`config.mk`:
```
export PLATFORM = sky130hd
export DESIGN_NAME = pipe_stage_chain_flat
export DESIGN_NICKNAME = d
export VERILOG_FILES = /design/src/rtl/pipe_stage_chain_if.sv /design/src/rtl/pipe_stage_chain.sv /design/src/flat_wrapper.sv
export SDC_FILE = /design/constraint.sdc
export NUM_CORES = 1
export LEC_CHECK = 0
export BUFFER_PORTS_ARGS = -buffer_cell sky130_fd_sc_hd__buf_2
export CAP_MARGIN = 20
export CORE_MARGIN = 8
export CORE_UTILIZATION = 58
export DETAILED_ROUTE_END_ITERATION = 6
export PLACE_DENSITY = 0.86
export SETUP_SLACK_MARGIN = 0.4
export SLEW_MARGIN = 20
export SYNTH_ARGS = -nofsm -noshare
export SYNTH_HDL_FRONTEND = slang
export SYNTH_SLANG_ARGS = --single-unit
```
`constraint.sdc`:
```
create_clock -name clk -period 5.3 [get_ports clk]
set_input_delay 1.06 -clock clk [delete_from_list [all_inputs] [get_ports clk]]
set_output_delay 1.06 -clock clk [all_outputs]
set_load 0.03 [all_outputs]
```
`src/rtl/pipe_stage_chain_if.sv`:
```
// pipe_stage_chain_if
//   Bundles the entry, control, forwarding and observation signals of
//   pipe_stage_chain. The signal names match the flat ports of the original
//   block, so the code on either side of the interface reads the same as before.
//   master : the upstream side. It drives the entry, stall/flush and the forwarding queries.
//   slave  : the pipe_stage_chain side. It drives the stage outputs, the forwarding
//            results, occupancy and the counters.
interface pipe_stage_chain_if #(
    parameter int unsigned DATA_W = 32,
    parameter int unsigned RD_W   = 5,
    parameter int unsigned STAGES = 4,
    parameter int unsigned CNT_W  = 16
);
    localparam int unsigned SW    = $clog2(STAGES);
    localparam int unsigned OCC_W = $clog2(STAGES + 1);

    logic              in_valid;
    logic [DATA_W-1:0] in_payload;
    logic [RD_W-1:0]   in_rd;
    logic              in_wen;
    logic              stall;
    logic              flush;
    logic [RD_W-1:0]   fwd_rs1;
    logic [RD_W-1:0]   fwd_rs2;
    logic              fwd1_hit;
    logic              fwd2_hit;
    logic [DATA_W-1:0] fwd1_data;
    logic [DATA_W-1:0] fwd2_data;
    logic [SW-1:0]     fwd1_stage;
    logic [SW-1:0]     fwd2_stage;
    logic              out_valid;
    logic [DATA_W-1:0] out_payload;
    logic [RD_W-1:0]   out_rd;
    logic              out_wen;
    logic [STAGES-1:0] stage_valid;
    logic [OCC_W-1:0]  occupancy;
    logic [CNT_W-1:0]  bubble_cnt;
    logic [CNT_W-1:0]  flush_cnt;

    modport master (
        output in_valid, in_payload, in_rd, in_wen, stall, flush, fwd_rs1, fwd_rs2,
        input  fwd1_hit, fwd2_hit, fwd1_data, fwd2_data, fwd1_stage, fwd2_stage,
        input  out_valid, out_payload, out_rd, out_wen, stage_valid, occupancy,
        input  bubble_cnt, flush_cnt
    );

    modport slave (
        input  in_valid, in_payload, in_rd, in_wen, stall, flush, fwd_rs1, fwd_rs2,
        output fwd1_hit, fwd2_hit, fwd1_data, fwd2_data, fwd1_stage, fwd2_stage,
        output out_valid, out_payload, out_rd, out_wen, stage_valid, occupancy,
        output bubble_cnt, flush_cnt
    );
endinterface

```
`src/rtl/pipe_stage_chain.sv`:
```
// pipe_stage_chain
//   A generic chain of STAGES pipeline registers. Each stage holds valid,
//   payload, rd and wen. Stage 0 is the youngest stage and STAGES-1 is the
//   oldest, which drives out_*.
//   A stall holds stages 0..HOLD-1 and inserts a bubble at stage HOLD.
//   A flush squashes stages 0..FLUSH-1 and takes priority over a stall.
//   The block also provides a youngest-first forwarding lookup for two
//   source registers, a popcount occupancy and saturating bubble/flush
//   counters.
// Ports:
//   clk   rising-edge clock
//   reset synchronous, active-high; has priority over stall and flush
//   bus   pipe_stage_chain_if.slave: entry inputs, stall/flush, forwarding
//         queries/results, stage outputs, occupancy and counters
module pipe_stage_chain #(
    parameter int unsigned DATA_W = 32,
    parameter int unsigned RD_W   = 5,
    parameter int unsigned STAGES = 4,
    parameter int unsigned HOLD   = 1,
    parameter int unsigned FLUSH  = 2,
    parameter int unsigned CNT_W  = 16
) (
    input logic               clk,
    input logic               reset,
    pipe_stage_chain_if.slave bus
);
    localparam int unsigned SW    = $clog2(STAGES);
    localparam int unsigned OCC_W = $clog2(STAGES + 1);

    logic [STAGES-1:0] v_q, v_d, wen_q, wen_d;
    logic [DATA_W-1:0] pay_q [STAGES];
    logic [DATA_W-1:0] pay_d [STAGES];
    logic [RD_W-1:0]   rd_q  [STAGES];
    logic [RD_W-1:0]   rd_d  [STAGES];
    logic [CNT_W-1:0]  bubble_q, flush_q;

    // Next-state logic. The normal shift is computed first. Flush or stall
    // then overrides the young stages, so the stages above the override point
    // always shift unchanged.
    always_comb begin
        if (bus.in_valid) begin
            v_d[0]   = 1'b1;
            wen_d[0] = bus.in_wen;
            pay_d[0] = bus.in_payload;
            rd_d[0]  = bus.in_rd;
        end else begin
            v_d[0]   = 1'b0;
            wen_d[0] = 1'b0;
            pay_d[0] = '0;
            rd_d[0]  = '0;
        end
        for (int unsigned k = 1; k < STAGES; k++) begin
            v_d[k]   = v_q[k-1];
            wen_d[k] = wen_q[k-1];
            pay_d[k] = pay_q[k-1];
            rd_d[k]  = rd_q[k-1];
        end
        if (bus.flush) begin
            for (int unsigned k = 0; k < STAGES; k++) begin
                if (k < FLUSH) begin
                    v_d[k]   = 1'b0;
                    wen_d[k] = 1'b0;
                    pay_d[k] = '0;
                    rd_d[k]  = '0;
                end
            end
        end else if (bus.stall) begin
            for (int unsigned k = 0; k < STAGES; k++) begin
                if (k < HOLD) begin
                    v_d[k]   = v_q[k];
                    wen_d[k] = wen_q[k];
                    pay_d[k] = pay_q[k];
                    rd_d[k]  = rd_q[k];
                end else if (k == HOLD) begin
                    v_d[k]   = 1'b0;
                    wen_d[k] = 1'b0;
                    pay_d[k] = '0;
                    rd_d[k]  = '0;
                end
            end
        end
    end

    always_ff @(posedge clk) begin
        if (reset) begin
            v_q      <= '0;
            wen_q    <= '0;
            bubble_q <= '0;
            flush_q  <= '0;
            for (int unsigned k = 0; k < STAGES; k++) begin
                pay_q[k] <= '0;
                rd_q[k]  <= '0;
            end
        end else begin
            v_q   <= v_d;
            wen_q <= wen_d;
            for (int unsigned k = 0; k < STAGES; k++) begin
                pay_q[k] <= pay_d[k];
                rd_q[k]  <= rd_d[k];
            end
            if (bus.flush) begin
                if (flush_q != '1) flush_q <= flush_q + 1'b1;
            end else if (bus.stall) begin
                if (bubble_q != '1) bubble_q <= bubble_q + 1'b1;
            end
        end
    end

    // Forwarding lookup. The scan runs upward and keeps the first match it
    // finds, so the youngest matching stage wins. Register 0 never matches.
    logic              hit1, hit2;
    logic [DATA_W-1:0] data1, data2;
    logic [SW-1:0]     stg1, stg2;

    always_comb begin
        hit1  = 1'b0;
        hit2  = 1'b0;
        data1 = '0;
        data2 = '0;
        stg1  = '0;
        stg2  = '0;
        for (int unsigned k = 0; k < STAGES; k++) begin
            if (!hit1 && v_q[k] && wen_q[k] && (rd_q[k] == bus.fwd_rs1) && (bus.fwd_rs1 != '0)) begin
                hit1  = 1'b1;
                data1 = pay_q[k];
                stg1  = SW'(k);
            end
            if (!hit2 && v_q[k] && wen_q[k] && (rd_q[k] == bus.fwd_rs2) && (bus.fwd_rs2 != '0)) begin
                hit2  = 1'b1;
                data2 = pay_q[k];
                stg2  = SW'(k);
            end
        end
    end

    logic [OCC_W-1:0] occ;

    always_comb begin
        occ = '0;
        for (int unsigned k = 0; k < STAGES; k++) begin
            occ = occ + OCC_W'(v_q[k]);
        end
    end

    assign bus.fwd1_hit    = hit1;
    assign bus.fwd2_hit    = hit2;
    assign bus.fwd1_data   = data1;
    assign bus.fwd2_data   = data2;
    assign bus.fwd1_stage  = stg1;
    assign bus.fwd2_stage  = stg2;
    assign bus.out_valid   = v_q[STAGES-1];
    assign bus.out_payload = pay_q[STAGES-1];
    assign bus.out_rd      = rd_q[STAGES-1];
    assign bus.out_wen     = wen_q[STAGES-1];
    assign bus.stage_valid = v_q;
    assign bus.occupancy   = occ;
    assign bus.bubble_cnt  = bubble_q;
    assign bus.flush_cnt   = flush_q;
endmodule

```
`src/flat_wrapper.sv`:
```
// flat-port wrapper written by rule: the top's interface ports become plain ports
module pipe_stage_chain_flat 
#(
    parameter int unsigned DATA_W = 32,
    parameter int unsigned RD_W   = 5,
    parameter int unsigned STAGES = 4,
    parameter int unsigned HOLD   = 1,
    parameter int unsigned FLUSH  = 2,
    parameter int unsigned CNT_W  = 16
)
  (clk, reset, bus_in_valid, bus_in_payload, bus_in_rd, bus_in_wen, bus_stall, bus_flush, bus_fwd_rs1, bus_fwd_rs2, bus_fwd1_hit, bus_fwd2_hit, bus_fwd1_data, bus_fwd2_data, bus_fwd1_stage, bus_fwd2_stage, bus_out_valid, bus_out_payload, bus_out_rd, bus_out_wen, bus_stage_valid, bus_occupancy, bus_bubble_cnt, bus_flush_cnt);
  pipe_stage_chain_if #(.DATA_W(DATA_W), .RD_W(RD_W), .STAGES(STAGES), .CNT_W(CNT_W)) bus_i ();
  input logic clk;
  input logic reset;
  input wire logic [$bits(bus_i.in_valid)-1:0] bus_in_valid;
  input wire logic [$bits(bus_i.in_payload)-1:0] bus_in_payload;
  input wire logic [$bits(bus_i.in_rd)-1:0] bus_in_rd;
  input wire logic [$bits(bus_i.in_wen)-1:0] bus_in_wen;
  input wire logic [$bits(bus_i.stall)-1:0] bus_stall;
  input wire logic [$bits(bus_i.flush)-1:0] bus_flush;
  input wire logic [$bits(bus_i.fwd_rs1)-1:0] bus_fwd_rs1;
  input wire logic [$bits(bus_i.fwd_rs2)-1:0] bus_fwd_rs2;
  output wire logic [$bits(bus_i.fwd1_hit)-1:0] bus_fwd1_hit;
  output wire logic [$bits(bus_i.fwd2_hit)-1:0] bus_fwd2_hit;
  output wire logic [$bits(bus_i.fwd1_data)-1:0] bus_fwd1_data;
  output wire logic [$bits(bus_i.fwd2_data)-1:0] bus_fwd2_data;
  output wire logic [$bits(bus_i.fwd1_stage)-1:0] bus_fwd1_stage;
  output wire logic [$bits(bus_i.fwd2_stage)-1:0] bus_fwd2_stage;
  output wire logic [$bits(bus_i.out_valid)-1:0] bus_out_valid;
  output wire logic [$bits(bus_i.out_payload)-1:0] bus_out_payload;
  output wire logic [$bits(bus_i.out_rd)-1:0] bus_out_rd;
  output wire logic [$bits(bus_i.out_wen)-1:0] bus_out_wen;
  output wire logic [$bits(bus_i.stage_valid)-1:0] bus_stage_valid;
  output wire logic [$bits(bus_i.occupancy)-1:0] bus_occupancy;
  output wire logic [$bits(bus_i.bubble_cnt)-1:0] bus_bubble_cnt;
  output wire logic [$bits(bus_i.flush_cnt)-1:0] bus_flush_cnt;
  assign bus_i.in_valid = bus_in_valid;
  assign bus_i.in_payload = bus_in_payload;
  assign bus_i.in_rd = bus_in_rd;
  assign bus_i.in_wen = bus_in_wen;
  assign bus_i.stall = bus_stall;
  assign bus_i.flush = bus_flush;
  assign bus_i.fwd_rs1 = bus_fwd_rs1;
  assign bus_i.fwd_rs2 = bus_fwd_rs2;
  assign bus_fwd1_hit = bus_i.fwd1_hit;
  assign bus_fwd2_hit = bus_i.fwd2_hit;
  assign bus_fwd1_data = bus_i.fwd1_data;
  assign bus_fwd2_data = bus_i.fwd2_data;
  assign bus_fwd1_stage = bus_i.fwd1_stage;
  assign bus_fwd2_stage = bus_i.fwd2_stage;
  assign bus_out_valid = bus_i.out_valid;
  assign bus_out_payload = bus_i.out_payload;
  assign bus_out_rd = bus_i.out_rd;
  assign bus_out_wen = bus_i.out_wen;
  assign bus_stage_valid = bus_i.stage_valid;
  assign bus_occupancy = bus_i.occupancy;
  assign bus_bubble_cnt = bus_i.bubble_cnt;
  assign bus_flush_cnt = bus_i.flush_cnt;
  pipe_stage_chain #(.DATA_W(DATA_W), .RD_W(RD_W), .STAGES(STAGES), .HOLD(HOLD), .FLUSH(FLUSH), .CNT_W(CNT_W)) u_core (.clk(clk), .reset(reset), .bus(bus_i));
endmodule
```
==> out/metrics.cfg <==
[final_layout]
final_layout_size_suffix_gt1_share_pct=21.4
diodes=0
fillers=1219
fin_nets=1291
syn2layout_area_growth_pct=19.4

[pwr]
pwr_density_cell_nw_per_um2=285
pwr-share-clk_pct=47.2
ir_worst_vdd_uv=280
p_int_uw=2320
p_comb_share_pct=4.6
cellLeakagePower_uw=0.00417
p_seq_share_pct=48.3
switching_share_pct=21.9
p_switching_uw=650
power_uw=2970

[worst_setup_path]
critPathSlowestCell=or4_4
reg2reg_depth=6
path_class=in -> out
required_ns=4.24
crit_arrival_ns=3.69
path_cells=buf_2, or4_4, or2_4, and3_2, or4b_1, buf_4, o22ai_1, buf_2
crit_path_start_kind=primary input
max_stage_delay_ns=0.60
cp_max_fo=31
rrSetupSlack_ns=2.96
regToRegStartpoint=u_core.bus.bubble_cnt[0]
crit_path_end_kind=output port
crit_top_cell=buf_2
r2r_end=u_core.bus.bubble_cnt[0]

[synthesis]
syn_area_um2=8740
syn_inst=1085
synth_cell_types=50
avgSynthCellArea_um2=8.06
ys_ff_latch=188
yosysMostFrequentCell=dfxtp_1
ys_async_sr_fraction_pct=0
synth_top_area_share_pct=43.0
synthTopCellsByCount=dfxtp_1 (188), nor2_1 (184), inv_1 (101)
ys_seq_area_share_pct=43.0
synth-main-ff-cell=dfxtp_1
synth_area_leader_cell=dfxtp_1
yosysWarnings=0
netlist_top_cells_area=dfxtp_1 (43%), nor2_1 (7.9%), nor3_1 (5.0%)
syn_nets=1143
synth_edf_count=0

[route]
drt_drc_violations_left=0
routed_wl_mm=27.9
ant_nets=0
vias_per_cell=6.12
drt_iter0_markers=851
vias=8771
firstDrtPassIters=5
wire_per_inst_um=19.4

[global_route]
grt_antenna_before_repair=2
grt.total_usage_pct=28.4
grt-ovfl-total=0
grt_max_degree=70
grt_pass1_wl_mm=44.4
grt_pass1_vias=8444

[timing]
setup_viol=0
tightest_slew_ns=1.08
rsz0062_at_grt=no
tns_ns=0
fin_crit_ns=4.75
fin_skew_ns=0.00621
fmax_mhz=211
hold_viol_final=0
relSlewSlack_pct=28.1
period_share_pct=89.6
slew_violations=0
hold_ws_ns=0.456

[placed_design]
io_buffer_count=200
gp_congestion=0.939
hpwlAfterDp_mm=18.7

[clock_network]
clk_latency_ns=0.43
cts_tree=yes
cts-root-buf=clkbuf_16
clockBufferDepth=2
clock-sinks=188
cts_made_buffers=17
clk_pin_slew_ns=0.06
htreeDepth=4

[min_path]
worstHoldPathCells=2
min_from=u_core.pay_q[1][30]
whs_endpoint=u_core.pay_q[2][30]
min_path_type=reg -> reg

[floorplanning]
io-pin-count=201
initial_core_util_pct=58.4
die_area_um2=19300
die_w_um=139
coreArea_um2=15000
die_h_um=139
rows=45

[job]
drv_cap=0

[outcome]
status=finished, final reports clean

[layout by cell type, fill, tap and decap left out, types with 16 or more instances in the layout]
master,instances
xor2_1,24
dfxtp_1,188
a22oi_1,38
xnor2_1,31
and2_1,41
nor3_1,88
nand4_1,16
buf_4,21
o221ai_1,16
nor2_1,182
buf_2,199
a211oi_1,29
inv_1,101
o22ai_1,48
clkbuf_16,17
a311oi_1,19
nor2b_1,21
nand2_1,26
[through the flow]
stage          util (%)  area (µm²)  worst slack, ns  instances
6_report           69.7       10400            0.552       1434
3_5_place_dp       65.3        9780            0.479       1402
5_1_grt            69.7       10400            0.445       1434
4_1_cts            69.7       10400            0.478       1434
3_3_place_gp       65.3        9780            0.565       1402
2_1_floorplan         -        8740            0.527       1085
[cells by family (layout without fill, tap and decap cells)]
family / after synthesis / after routing / synth area share (%)
adders and majority gates: 5 / 5 / 0.801
buffers and inverters: 192 / 353 / 8.81
xor gates and xnor gates: 55 / 55 / 5.51
muxes: 3 / 3 / 0.358
AOI/OAI and AO/OA: 215 / 215 / 18.1
DFF: 188 / 188 / 43.0
and+or+nand+nor: 427 / 427 / 23.4
[area by class of cell]
type                       count  area [µm²]  area share (%)
timing repair buffer         220        1150            11.1
multi-input combinational    705        4250            40.8
clock buffer                  19         443            4.24
tap                          188         235            2.25
inverter                     101         379            3.63
clock inverter                13         210            2.01
sequential                   188        3760            36.1
[worst max-delay path: cells and delay by family]
kind                   cells  cell delay (ns)
buffers and inverters      3             0.68
AND/OR/NAND/NOR            4             1.68
AO/OA/AOI/OAI              1             0.25
[worst max path at each step]
stage / depth (start not counted) / startpoint / to / slack, ns
floorplan: 9 / bus_fwd_rs2[2] / bus_fwd2_data[11] / 0.53
global placement: 8 / bus_fwd_rs2[1] / bus_fwd2_data[30] / 0.56
detailed placement: 8 / bus_fwd_rs2[1] / bus_fwd2_data[11] / 0.48
CTS: 8 / bus_fwd_rs2[1] / bus_fwd2_data[30] / 0.48
global route: 7 / bus_fwd_rs2[0] / bus_fwd2_data[27] / 0.45
finish: 8 / bus_fwd_rs2[1] / bus_fwd2_data[30] / 0.55
[repair_timing]
action	4_1_cts	5_1_grt
endpoints found under the hold margin	0	0
hold buffers	0	0
setup buffers	0	0
resized for setup	0	1
endpoints found under the setup margin	0	2
[registers in the layout, indices dropped and copies added (netlist names)]
name / count
u_core.rd_q: 20
u_core.pay_q: 128
u_core.bus.flush_cnt: 16
u_core.bus.bubble_cnt: 16
u_core.wen_q: 4
u_core.bus.stage_valid: 4
[metal layers]
| metal | GRT usage, % | wire, µm |
|---|---|---|
| met1 | 33.4 | 10600 |
| met2 | 46.1 | 12900 |
| met3 | 8.85 | 3170 |
| met4 | 14.0 | 1180 |
| met5 | 0 | 26 |
[power groups by stage]
stage	Sequential (µW)	Combinational (µW)	Clock [µW]
6_report	1430	135	1400
5_1_grt	1440	146	1470
4_1_cts	1430	134	1410
3_5_place_dp	1470	133	0
3_3_place_gp	1470	130	0
2_1_floorplan	1470	79.8	0
No activity file was read; power rests on OpenSTA's default activity.
